`src/rtl/alu_result_stage_if.sv`:
```
// Handshake bundle between the adder, the result stage and the ALU result consumer.
// The stage takes the slave view; the adder/consumer side takes the master view.
interface alu_result_stage_if #(
  parameter int WIDTH = 8
);
  logic [WIDTH-1:0] A;
  logic [WIDTH-1:0] B;
  logic             Sub;
  logic [WIDTH-1:0] Sum;
  logic             CarryOut;
  logic             In_valid;
  logic             In_ready;
  logic             Out_valid;
  logic             Out_ready;
  logic [WIDTH-1:0] Result;
  logic             Flag_Z;
  logic             Flag_N;
  logic             Flag_C;
  logic             Flag_V;
  logic             Sticky_V;
  logic             Clr_Sticky;
  logic [1:0]       Count;

  modport master (
    output A, B, Sub, Sum, CarryOut, In_valid, Out_ready, Clr_Sticky,
    input  In_ready, Out_valid, Result, Flag_Z, Flag_N, Flag_C, Flag_V, Sticky_V, Count
  );

  modport slave (
    input  A, B, Sub, Sum, CarryOut, In_valid, Out_ready, Clr_Sticky,
    output In_ready, Out_valid, Result, Flag_Z, Flag_N, Flag_C, Flag_V, Sticky_V, Count
  );
endinterface

```
`src/rtl/alu_result_stage.sv`:
```
// Registered result stage behind the ripple adder: computes Z/N/C/V at capture time
// and buffers results in a 2-entry FIFO with a sticky signed-overflow flag.
module alu_result_stage #(
  parameter int WIDTH = 8
) (
  input  logic                clk,
  input  logic                rst_n,
  alu_result_stage_if.slave   bus
);
  localparam int MSB = WIDTH - 1;

  typedef struct packed {
    logic             c;
    logic             v;
    logic             n;
    logic             z;
    logic [WIDTH-1:0] sum;
  } entry_t;

  entry_t           entry_q [2];
  entry_t           entry_new;
  logic             head_q;
  logic             tail_q;
  logic [1:0]       count_q;
  logic             sticky_q;
  logic             push;
  logic             pop;
  logic [WIDTH-1:0] bx;

  // Operand B as the adder actually saw it, so V matches the real addition.
  always_comb begin
    bx            = bus.B ^ {WIDTH{bus.Sub}};
    entry_new.sum = bus.Sum;
    entry_new.z   = (bus.Sum == '0);
    entry_new.n   = bus.Sum[MSB];
    entry_new.c   = bus.CarryOut;
    entry_new.v   = (bus.A[MSB] == bx[MSB]) && (bus.Sum[MSB] != bus.A[MSB]);
  end

  assign bus.In_ready  = (count_q < 2'd2);
  assign bus.Out_valid = (count_q != 2'd0);
  assign push          = bus.In_valid && bus.In_ready;
  assign pop           = bus.Out_valid && bus.Out_ready;

  assign bus.Result   = entry_q[head_q].sum;
  assign bus.Flag_Z   = entry_q[head_q].z;
  assign bus.Flag_N   = entry_q[head_q].n;
  assign bus.Flag_C   = entry_q[head_q].c;
  assign bus.Flag_V   = entry_q[head_q].v;
  assign bus.Sticky_V = sticky_q;
  assign bus.Count    = count_q;

  always_ff @(posedge clk) begin
    if (!rst_n) begin
      entry_q[0] <= '0;
      entry_q[1] <= '0;
      head_q     <= 1'b0;
      tail_q     <= 1'b0;
      count_q    <= 2'd0;
      sticky_q   <= 1'b0;
    end else begin
      if (push) begin
        entry_q[tail_q] <= entry_new;
        tail_q          <= ~tail_q;
      end
      if (pop) begin
        head_q <= ~head_q;
      end
      unique case ({push, pop})
        2'b10:   count_q <= count_q + 2'd1;
        2'b01:   count_q <= count_q - 2'd1;
        default: count_q <= count_q;
      endcase
      // A new overflow outranks a clear arriving in the same cycle.
      sticky_q <= (sticky_q && !bus.Clr_Sticky) || (push && entry_new.v);
    end
  end
endmodule

```
`src/flat_wrapper.sv`:
```
// flat-port wrapper written by rule: the top's interface ports become plain ports
module alu_result_stage_flat 
#(
  parameter int WIDTH = 8
)
  (clk, rst_n, bus_A, bus_B, bus_Sub, bus_Sum, bus_CarryOut, bus_In_valid, bus_Out_ready, bus_Clr_Sticky, bus_In_ready, bus_Out_valid, bus_Result, bus_Flag_Z, bus_Flag_N, bus_Flag_C, bus_Flag_V, bus_Sticky_V, bus_Count);
  alu_result_stage_if #(.WIDTH(WIDTH)) bus_i ();
  input  logic clk;
  input  logic rst_n;
  input wire logic [$bits(bus_i.A)-1:0] bus_A;
  input wire logic [$bits(bus_i.B)-1:0] bus_B;
  input wire logic [$bits(bus_i.Sub)-1:0] bus_Sub;
  input wire logic [$bits(bus_i.Sum)-1:0] bus_Sum;
  input wire logic [$bits(bus_i.CarryOut)-1:0] bus_CarryOut;
  input wire logic [$bits(bus_i.In_valid)-1:0] bus_In_valid;
  input wire logic [$bits(bus_i.Out_ready)-1:0] bus_Out_ready;
  input wire logic [$bits(bus_i.Clr_Sticky)-1:0] bus_Clr_Sticky;
  output wire logic [$bits(bus_i.In_ready)-1:0] bus_In_ready;
  output wire logic [$bits(bus_i.Out_valid)-1:0] bus_Out_valid;
  output wire logic [$bits(bus_i.Result)-1:0] bus_Result;
  output wire logic [$bits(bus_i.Flag_Z)-1:0] bus_Flag_Z;
  output wire logic [$bits(bus_i.Flag_N)-1:0] bus_Flag_N;
  output wire logic [$bits(bus_i.Flag_C)-1:0] bus_Flag_C;
  output wire logic [$bits(bus_i.Flag_V)-1:0] bus_Flag_V;
  output wire logic [$bits(bus_i.Sticky_V)-1:0] bus_Sticky_V;
  output wire logic [$bits(bus_i.Count)-1:0] bus_Count;
  assign bus_i.A = bus_A;
  assign bus_i.B = bus_B;
  assign bus_i.Sub = bus_Sub;
  assign bus_i.Sum = bus_Sum;
  assign bus_i.CarryOut = bus_CarryOut;
  assign bus_i.In_valid = bus_In_valid;
  assign bus_i.Out_ready = bus_Out_ready;
  assign bus_i.Clr_Sticky = bus_Clr_Sticky;
  assign bus_In_ready = bus_i.In_ready;
  assign bus_Out_valid = bus_i.Out_valid;
  assign bus_Result = bus_i.Result;
  assign bus_Flag_Z = bus_i.Flag_Z;
  assign bus_Flag_N = bus_i.Flag_N;
  assign bus_Flag_C = bus_i.Flag_C;
  assign bus_Flag_V = bus_i.Flag_V;
  assign bus_Sticky_V = bus_i.Sticky_V;
  assign bus_Count = bus_i.Count;
  alu_result_stage #(.WIDTH(WIDTH)) u_core (.clk(clk), .rst_n(rst_n), .bus(bus_i));
endmodule
```
`config.mk`:
```
export PLATFORM = sky130hd
export DESIGN_NAME = alu_result_stage_flat
export DESIGN_NICKNAME = d
export VERILOG_FILES = /design/src/rtl/alu_result_stage_if.sv /design/src/rtl/alu_result_stage.sv /design/src/flat_wrapper.sv
export SDC_FILE = /design/constraint.sdc
export NUM_CORES = 1
export LEC_CHECK = 0
export CAP_MARGIN = 25
export CORE_MARGIN = 2
export CORE_UTILIZATION = 43
export DETAILED_ROUTE_END_ITERATION = 10
export PLACE_DENSITY = 0.89
export SLEW_MARGIN = 20
export SYNTH_ARGS = -nofsm -noshare
export SYNTH_HDL_FRONTEND = slang
export SYNTH_SLANG_ARGS = --single-unit
```
`constraint.sdc`:
```
create_clock -name clk -period 1.9 [get_ports clk]
set_input_delay 0.285 -clock clk [delete_from_list [all_inputs] [get_ports clk]]
set_output_delay 0.285 -clock clk [all_outputs]
set_load 0.02 [all_outputs]
```
==> Yosys cells after proc, flatten, opt, wreduce, memory -nomap -nowiden <==
Memory sizes are Yosys's and may differ from the RTL's. A register that Yosys moved wholly into a read port is not among the register bits.
Cells that the tools add are included.
W data, S select, Z words.
{ "op_classes": {"add_sub_neg": 2, "n_lt_le_gt_ge": 1, "eq_ne": 4, "muxes": 10, "bitwise_logic": 3, "reduce_logical": 11} }
{ "ops": {"columns": ["operator", "count"], "rows": [
  ["$mux W12", 1],
  ["$reduce_or A12 Y1", 1],
  ["$logic_not A8 Y1", 1],
  ["$mux W1", 8],
  ["$xor A8 B8 Y8", 1],
  ["$logic_and A1 B1 Y1", 5],
  ["$pmux W2 S2", 1],
  ["$reduce_bool A2 Y1", 2],
  ["$add A2 B1 Y2 const B", 1],
  ["$eq A2 B1 Y1 const B", 1],
  ["$eq A2 B2 Y1 const B", 1],
  ["$lt A2 B2 Y1 const B", 1],
  ["$not A1 Y1", 2],
  ["$sub A2 B1 Y2 const B", 1],
  ["$eq A1 B1 Y1", 1],
  ["$logic_not A1 Y1", 1],
  ["$logic_or A1 B1 Y1", 1],
  ["$ne A1 B1 Y1", 1]
]} }
{ "totals": {"regBits": 5, "ram_bits": 24, "inputBits": 31, "out_inout_bits": 17, "word_cells": 36, "mem_count": 1} }
{ "mem_list": {"columns": ["memory", "depth", "width", "rd", "rd_clocked_by_memory_dff", "wr", "line_no", "source"], "rows": [
  ["u_core.entry_q", 2, 12, 1, 1, 2, "alu_result_stage.sv:20", "entry_t entry_q [2];"]
]} }

==> Depth between registers and ports, before layout <==
{ "logic_depth": {"word_depth": 7, "mapped_depth": 6, "ltp_nobuf": 6} }

==> Least setup slack after synthesis <==
No wires, ideal clock.
{ "synth_path": {"path_kind": "flip-flop to flip-flop", "startpoint": "register u_core.count_q[1], in the netlist u_core.bus.Count[1]", "endpoint": "memory u_core.entry_q[0][0] (netlist name), enable pin", "setup_time_ps": 380, "arrival_time_ps": 1214, "required_time_ps": 1520, "slack_ps": 306, "stages_incl_launch_ff": 4, "path_buffers": 0, "synth_period_minus_slack_ps": 1594, "path_cell_list": "dfxtp_1 -> nor2b_2 -> inv_2 -> o21ai_1"} }
{ "synth_lines": {"columns": ["element", "line_no", "source"], "rows": [
  ["from (decl)", "alu_result_stage.sv:24", "logic [1:0] count_q;"],
  ["from (signal assigned)", "alu_result_stage.sv:70", "2'b10: count_q <= count_q + 2'd1;"],
  ["from (signal assigned)", "alu_result_stage.sv:71", "2'b01: count_q <= count_q - 2'd1;"],
  ["from (signal assigned)", "alu_result_stage.sv:72", "default: count_q <= count_q;"],
  ["to (decl)", "alu_result_stage.sv:20", null]
]} }

==> Worst setup path in the final report <==
{ "layout_path": {"startpoint": "register u_core.count_q[1], in the netlist u_core.bus.Count[1]", "endpoint": "output port bus_Out_valid"} }
{ "layout_between": {"elab_chain_cells": 1} }
{ "layout_lines": {"columns": ["element", "line_no", "source"], "rows": [
  ["$reduce_bool A2 Y1", "alu_result_stage.sv:41", "assign bus.Out_valid = (count_q != 2'd0);"],
  ["to (decl)", "flat_wrapper.sv:19", "output wire logic [$bits(bus_i.Out_valid)-1:0] bus_Out_valid;"]
]} }
Every way passes these cells.

==> flow_summary.toml <==
[run_status]
status = "complete, no violations"

[logic_synthesis]
synth_top_cell_by_area = "edfxtp_1"
yosys_warnings = 0
synth_top_family_by_area = "simple AND/OR/NAND/NOR gates"
synthAdderAreaFrac_pct = 0.995
synth_top_area_share_pct = 52.5
synth_compound_area_share_pct = 2.39
synth.area.top_cells = "edfxtp_1 (53%), mux2_1 (9.9%), dfxtp_1 (9.6%), and2_1 (9.0%), xnor2_1 (2.1%)"
synthXorXnorAreaFrac_pct = 3.48
synth-simple-area-share_pct = 18.1
muxShareOfSynthArea_pct = 10.6
synth_edf_count = 22
synthArstFlopShare_pct = 0
syn_nets = 129
synth_top_flop_cell = "edfxtp_1"
synthCells = 97
synth-seq-area-share_pct = 62.1
synth.distinct_cells = 29
syn_area_sq_mm = 0.00126
ys_ff_latch = 28
avgSynthCellArea_sq_um = 13.0

[clocking]
cts_hold_buf = 0
cts_htree_levels = 1
cts_sinks = 28
cts.clk_slew.worst_paths_ns = 0.15
insertion_delay_ns = 0.32
cts_tree = "yes"
post_cts_buffers = 0
clock-root-buffer = "clkbuf_4"
cts_buffers = 3
clock_path_buffers = 2

[placement]
gp_congestion = 0.740
numPortBuffers = 33
dp_hpwl_um = 1730

[global_route]
grt_pass1_vias = 858
grt_max_degree = 17
grt_overflow = 0
grt_usage_pct = 14.8
grt_pass1_wl_um = 3680
antenna_found_initial = 0

[sta]
rsz0062_at_grt = "no"
max-slew-margin-rel_pct = 79.0
clock_skew_ns = 0.00639
min_period_over_period_pct = 96.4
max_freq_ghz = 0.546
final_max_slew_viol_count = 0
tns_ns = 0
worstMarginPinSlew_ns = 0.315
final-setup-viol-count = 0
hold_viol = 0
period_minus_slack_ns = 1.83

[critical_path]
worstPathRequired_ns = 1.62
critical_path.top_delay_family = "buffers and inverters"
cp.arrival_ns = 1.55
worst-r2r-setup-slack_ns = 0.34
worst_path_max_delay_cell = "clkdlybuf4s50_1"
r2r_cells = 4
worstSetupEndpointType = "output port"
crit_chain = "or2_1, clkdlybuf4s50_1"
endpoint = "bus_Out_valid"
crit_fanout = 8
cp-startpoint = "u_core.bus.Count[1]"
start_kind = "flip-flop"
crit_cells = 2
critPathKind = "reg2out"
max_stage_delay_ns = 0.60
r2r_start = "u_core.bus.Count[1]"
r2r-end = "u_core.bus.Count[1]"
crit_buf_inv = 1

[route]
vias = 830
drtIter0Drc = 5
wl_per_cell_um = 13.9
wl_um = 2310
ant_nets = 0
drc_errors = 0
dr.pass1.iters = 4
viasPerCell = 5.00

[floorplanning]
core_sq_mm = 0.00276
die_w_um = 58.1
rows = 19
die_height_um = 58.1
die_area_sq_mm = 0.00337
initial_utilization_pct = 45.6
io-pin-count = 48

[run]
cap_violations = 0

[min_path]
hold_depth = 2
holdCritPathClass = "reg2reg"

[finish]
ff_latch_area_sq_um = 781
fill_cells = 219
drive_gt1_share_pct = 8.89
multi_input_area_sq_um = 448
area_growth_pct = 35.3
antenna_cells = 0
final_nets = 168

[pwr]
total_power_mw = 2.08
vdd_drop_max_mv = 0.991
p_leak_nw = 0.693
powerDensity_mw_per_mm2 = 1220
## per-stage QoR
step           cells  hold WS [ns]  cell area, sq um  worst slack [ns]  utilization, %
6_report         166         0.496              1700            0.0678            61.7
4_1_cts          166         0.488              1700            0.0527            61.7
2_1_floorplan     97         0.379              1260             0.306               -
3_3_place_gp     162         0.469              1660            0.0717            60.3
5_1_grt          166         0.524              1700           0.00620            61.7
3_5_place_dp     162         0.470              1660            0.0136            60.3
## worst min-delay path: stages (launching register included)
cell     delay [ns]
dfxtp_1        0.34
nand2_1        0.06
o22ai_1        0.07
## cell type report
class | instances | share of cell area [%]
Sequential cell | 28 | 45.9
Multi-Input combinational cell | 63 | 26.3
Timing Repair Buffer | 37 | 21.8
Tap cell | 31 | 2.28
Clock inverter | 1 | 1.76
Clock buffer | 3 | 1.32
Inverter | 3 | 0.662
## cell usage in the layout (no fill, tap or decap), types with 2 or more instances in the layout
master | synthesis | final
mux2_1 | 11 | 11
buf_4 | 1 | 2
nor2b_1 | 2 | 2
nor3_1 | 2 | 2
nor2_1 | 6 | 6
dlygate4sd2_1 | 0 | 12
inv_1 | 2 | 2
xnor2_1 | 3 | 3
and2_1 | 18 | 18
dfxtp_1 | 6 | 6
clkdlybuf4s50_1 | 0 | 21
clkbuf_4 | 0 | 3
buf_12 | 0 | 2
edfxtp_1 | 22 | 22
nand2_1 | 3 | 3
xor2_1 | 2 | 2
nor4_1 | 2 | 2
## worst min path at each step
stage                     slack [ns]                  end                 from
final                           0.50  u_core.bus.Sticky_V  u_core.bus.Sticky_V
after global routing            0.52  u_core.bus.Sticky_V       bus_Clr_Sticky
after CTS                       0.49  u_core.bus.Sticky_V       bus_Clr_Sticky
after detailed placement        0.47  u_core.bus.Sticky_V  u_core.bus.Sticky_V
after global placement          0.47  u_core.bus.Sticky_V  u_core.bus.Sticky_V
after floorplan                 0.38  u_core.bus.Sticky_V       bus_Clr_Sticky
## kinds of logic (layout without fill, tap and decap cells)
logic type               Yosys count  in the layout
adder cells (fa/ha/maj)            1              1
XOR/XNOR                           5              5
AO/OA/AOI/OAI                      5              5
flip-flops                        28             28
multiplexers                      12             12
buffers and inverters              6             44
AND/OR/NAND/NOR                   40             40
## cells in the mapped netlist (3+ instances only)
| master | instances |
|---|---|
| xnor2_1 | 3 |
| nand2_1 | 3 |
| and2_1 | 18 |
| mux2_1 | 11 |
| nor2_1 | 6 |
| edfxtp_1 | 22 |
| dfxtp_1 | 6 |
## routing by layer
layer	vias up	track usage [%]	part of all wire [%]
li1	418	-	-
met1	383	16.4	40
met2	25	27.3	52
met3	4	3.35	7.1
met4	0	5.98	1.2
met5	-	0	0
## power by group
group	switching [mW]	internal, mW	total [mW]
clock	0.170	0.213	0.384
sequential	0.0748	0.795	0.869
combinational	0.425	0.406	0.831
total	0.670	1.41	2.08
## state kept, by name, indices dropped and copies added (netlist names), named ones only
register,flops
u_core.bus.Count,2
u_core.bus.Sticky_V,1
u_core.entry_q,22
u_core.tail_q,1
u_core.head_q,1
## timing repair
action / 4_1_cts / 5_1_grt
resized for setup: 12 / 0
hold endpoints to repair: 0 / 0
endpoints found under the setup margin: 12 / 0
Note: power is estimated with default switching activity, not from simulation.
==> RTL change 1: new RTL, config.mk and constraints unchanged <==
Reset style: asynchronous (`rst_n`), changed in one clocked block.
--- a/src/rtl/alu_result_stage.sv
+++ b/src/rtl/alu_result_stage.sv
@@ -52,3 +52,3 @@
 
-  always_ff @(posedge clk) begin
+  always_ff @(posedge clk or negedge rst_n) begin
     if (!rst_n) begin
Check against the original RTL: differs if rst_n is asserted again (counterexample within 4 cycles, from zero or initial values and one cycle with rst_n low); with rst_n held inactive, the same outputs for 10 cycles.
==> RTL change 1 against the original RTL <==
Setup slack better by 0.027 ns; wire length up 5.0%; largest power group is now combinational cells; design area down 3.0%; sequential power up 17%; critical path depth up 1; combinational power up 79%; sequential share of layout area down 4.9 points; sequential cell count down 1; global-route usage up 1.3 points; area after synthesis up 1.3%; power up 32%.
==> RTL change 1: results (changes against the original RTL) <==
stage,metric,value,unit,change
outcome,status,"finished, final reports clean",,
layout,buffers_excl_clock,37,,unchanged
layout,seqCellArea,676,µm²,-13%
sta,slew_headroom,70.8,%,-8.2 points
sta,fin_ws,0.0948,ns,+0.0270 ns
routing,drt-pass1-iter-count,2,,-2
setup_path,slowest_stage,dfrtp_1,,
global_route,grtUsageMet1,21.1,%,+4.7 points
setup_path,startpoint,u_core.head_q,,
global_route,grt_max_degree,28,,+11
pwr,p_per_area,1670,nW/µm²,+36%
setup_path,reg2reg_slack,0.23,ns,-0.11 ns
routing,met1Wirelength,1.05,mm,+15%
setup_path,r2r-start,u_core.bus.Count[1],,
logic_synthesis,syn-num-nets,124,,-3.9%
layout,antenna_cells,0,,unchanged
routing,routed_via_density,5.06,,+1.1%
place,place_area,1640,µm²,-1.6%
logic_synthesis,synth_cell_types,23,,-21%
place,place_congestion,0.651,,-12%
global_route,grt_pass1_wl,4.21,mm,+14%
layout,fill_cells,233,,+6.4%
routing,met3_length,109,µm,-33%
layout,clkbuf_count,4,,+1
layout,finalNetCount,162,,-3.6%
logic_synthesis,synthTopCellsByArea,"dfrtp_1, mux2_2, mux2_4",,
setup_path,timing.rr.end,u_core.bus.Count[1],,
place,pre_cts_ws,0.107,ns,+0.0932 ns
logic_synthesis,ys_async_sr_fraction,100,%,+100 points
layout,drive_above_1_share,29.5,%,+21 points
logic_synthesis,synth.yosys.seq_area_share,53.0,%,-9.0 points
global_route,use_met2,28.3,%,+0.98 points
routing,top_layer_used,met3,,
routing,wl_met2,1.26,mm,+5.3%
clocking,cts_resized,13,,+1
layout,multi_input_area,552,µm²,+23%
routing,wl_per_cell,15.1,µm,+9.0%
global_route,first_global_vias,914,,+6.5%
sta,whs,0.335,ns,-0.161 ns
setup_path,worstPathMaxFanout,7,,-1
setup_path,cp_slowest_stage_delay,0.37,ns,-0.23 ns
logic_synthesis,synth_top_flop_cell,dfrtp_1,,
logic_synthesis,synth_warnings,0,,unchanged
layout,clock_area_share,1.59,%,-1.5 points
layout,multi_input_cells,58,,-7.9%
min_path,holdCritPathClass,input pin to async pin,,
global_route,grt_util_met3,2.86,%,-0.49 points
clocking,cts-buffers-inserted,3,,unchanged
floorplan,die_x,58.4,µm,+0.60%
sta,fin_worst_skew,0.00123,ns,-0.00517 ns
layout,nFlopsAndLatches,27,,-3.6%
global_route,grt_usage,16.1,%,+1.3 points
setup_path,worstPathArrival,1.52,ns,-0.03 ns
setup_path,ff2ff_path_depth,5,,+1
logic_synthesis,synth_commonest_cells,"dfrtp_1, mux2_2, mux2_4",,
RTL change 1: cell types whose count changed in the layout (fill, tap and decap cells not counted), moves of 11 or more:
cell / delta
and2_1: -17
dfrtp_1: +27
edfxtp_1: -22
mux2_1: -11
mux2_2: +22
RTL change 1: kinds of logic after synthesis:
family / synth area share, %
compound gates: 2.46
xor+xnor: 4.13
fa+ha+maj: 0.982
buf+inv: 3.63
flops: 53.0
mux: 27.3
simple gates: 8.45
RTL change 1: where the power goes:
part	internal [mW]	leakage (nW)	switching [mW]	total (mW)
clock	0.0820	0.0150	0.159	0.241
combinational	0.797	0.401	0.697	1.49
sequential	0.843	0.326	0.174	1.02
total	1.72	0.742	1.03	2.75
RTL change 1: stage by stage:
stage          total power, mW  instances
6_report                  2.75        160
5_1_grt                   2.95        160
4_1_cts                   2.79        160
3_5_place_dp              2.68        156
3_3_place_gp              2.62        156
2_1_floorplan             2.05         92
==> RTL change 2: new RTL, same settings <==
Made on the original files. `WIDTH` is set to 8 in 3 places; all go to 9.
--- a/src/rtl/alu_result_stage_if.sv
+++ b/src/rtl/alu_result_stage_if.sv
@@ -3,3 +3,3 @@
 interface alu_result_stage_if #(
-  parameter int WIDTH = 8
+  parameter int WIDTH = 9
 );
--- a/src/rtl/alu_result_stage.sv
+++ b/src/rtl/alu_result_stage.sv
@@ -3,3 +3,3 @@
 module alu_result_stage #(
-  parameter int WIDTH = 8
+  parameter int WIDTH = 9
 ) (
--- a/src/flat_wrapper.sv
+++ b/src/flat_wrapper.sv
@@ -3,3 +3,3 @@
 #(
-  parameter int WIDTH = 8
+  parameter int WIDTH = 9
 )
Interface: changed (resized bus_A, bus_B, bus_Result and bus_Sum); port bits go from 48 to 52. The function was not compared with the original's and may differ.
==> RTL change 2 against the original RTL <==
Sequential cell count increased by 2; setup slack improved by 0.0059 ns; sequential share of layout area decreased by 0.075 points; die area increased by 6.5%; synthesized cell count increased by 6.2%; design area increased by 7.9%; power increased by 11%; area after synthesis increased by 7.0%; wire length increased by 16%; largest cell class unchanged; highest routed layer unchanged.
==> RTL change 2: results (changes against the original RTL) <==
stage,metric,value,unit,change
outcome,status,"finished, final reports clean",,
global_route,grt_util_met3,6.71,%,+3.4 points
layout,drive_above_1_share,12.2,%,+3.4 points
place,dp.cells,172,,+6.2%
layout,largest_register_ff_count,24,,+9.1%
global_route,grt_pass1_wl,4.35,mm,+18%
pwr,p_leak,0.755,nW,+9.0%
global_route,grt_max_degree,13,,-4
layout,fin_cells,180,,+8.4%
routing,wl,2.68,mm,+16%
logic_synthesis,synthTopCellsByArea,"edfxtp_1, and2_1, dfxtp_1",,
pwr,vdd_ir_drop_max,0.884,mV,-11%
logic_synthesis,synth_commonest_cells,"edfxtp_1, and2_1, mux2_1",,
place,place_congestion,0.681,,-7.9%
sta,fin_worst_skew,0.0112,ns,+0.00478 ns
layout,fill_cells,256,,+17%
logic_synthesis,avgSynthCellArea,13.1,µm²,+0.73%
routing,vias,913,,+10%
setup_path,reg2reg_slack,0.36,ns,+0.02 ns
place,port_buffers,35,,+6.1%
logic_synthesis,synth_edf_count,24,,+9.1%
place,dp_hpwl,1.92,mm,+11%
global_route,grt_usage,17.1,%,+2.3 points
clocking,htreeDepth,2,,+1
setup_path,cp_slowest_stage_delay,0.54,ns,-0.06 ns
logic_synthesis,syn-num-nets,138,,+7.0%
sta,whs,0.492,ns,-0.00423 ns
global_route,first_global_vias,1010,,+18%
logic_synthesis,synth.yosys.seq_area_share,62.5,%,+0.42 points
clocking,clkTransAtPathRegs,0.09,ns,-0.06 ns
sta,slew_headroom,74.8,%,-4.2 points
clocking,cts-buffers-inserted,5,,+2
RTL change 2: final cells by class:
| class | count | share of cell area (%) |
|---|---|---|
| tap | 33 | 2.25 |
| timing repair buffer | 39 | 21.2 |
| multi-input combinational | 67 | 25.9 |
| clock inverter | 3 | 2.18 |
| sequential | 30 | 45.8 |
| inverter | 3 | 0.613 |
| clock buffer | 5 | 2.04 |
RTL change 2: worst max-delay path by stage:
stage | endpoint | slack [ns] | cells past startpoint
global route | bus_Out_valid | 0.03 | 2
detailed placement | u_core.bus.Count[1] | -0.005 | 6
CTS | bus_Out_valid | 0.05 | 2
global placement | u_core.bus.Count[1] | 0.07 | 6
floorplan | u_core.entry_q[0][0] | 0.25 | 3
finish | bus_Out_valid | 0.07 | 2
RTL change 2: per-stage QoR:
stage / utilization (%) / setup TNS [ns] / power, mW / instance area [µm²] / worst slack [ns]
final: 61.1 / 0 / 2.31 / 1840 / 0.0736
after global placement: 59.1 / 0 / 1.87 / 1770 / 0.0734
after detailed placement: 59.1 / -0.00518 / 1.91 / 1770 / -0.00518
after CTS: 61.1 / 0 / 2.34 / 1840 / 0.0482
after global routing: 61.1 / 0 / 2.42 / 1840 / 0.0282
after floorplan: - / 0 / 1.46 / 1350 / 0.254
RTL change 2: kinds of logic after synthesis:
logic type / count (synthesis) / synth area share [%]
AND/OR/NAND/NOR: 43 / 18.1
flip-flops: 30 / 62.5
multiplexers: 13 / 10.8
buffers and inverters: 6 / 2.14
AO/OA/AOI/OAI: 5 / 2.23
XOR/XNOR: 5 / 3.26
adder cells (fa/ha/maj): 1 / 0.930
RTL change 2: where the power goes:
group / switching [mW] / leakage (nW) / internal (mW)
combinational: 0.459 / 0.406 / 0.429
clock: 0.223 / 0.0450 / 0.272
sequential: 0.0755 / 0.304 / 0.852
total: 0.757 / 0.755 / 1.55
RTL change 2: layer usage:
metal  vias up  wire length [µm]
li1        445                 -
met5         -                 0
met2        34              1370
met3         8               189
met4         0                60
met1       426              1060
RTL change 2: repair_timing:
action / CTS / global route
gates resized for setup: 13 / 0
endpoints found under the setup margin: 13 / 0
hold endpoints to repair: 0 / 0
RTL change 2: worst max-delay path: cells and delay by family, from the launching register on:
kind          cells  cell delay (ns)
buf+inv           1             0.54
simple gates      1             0.29
flops             1             0.38
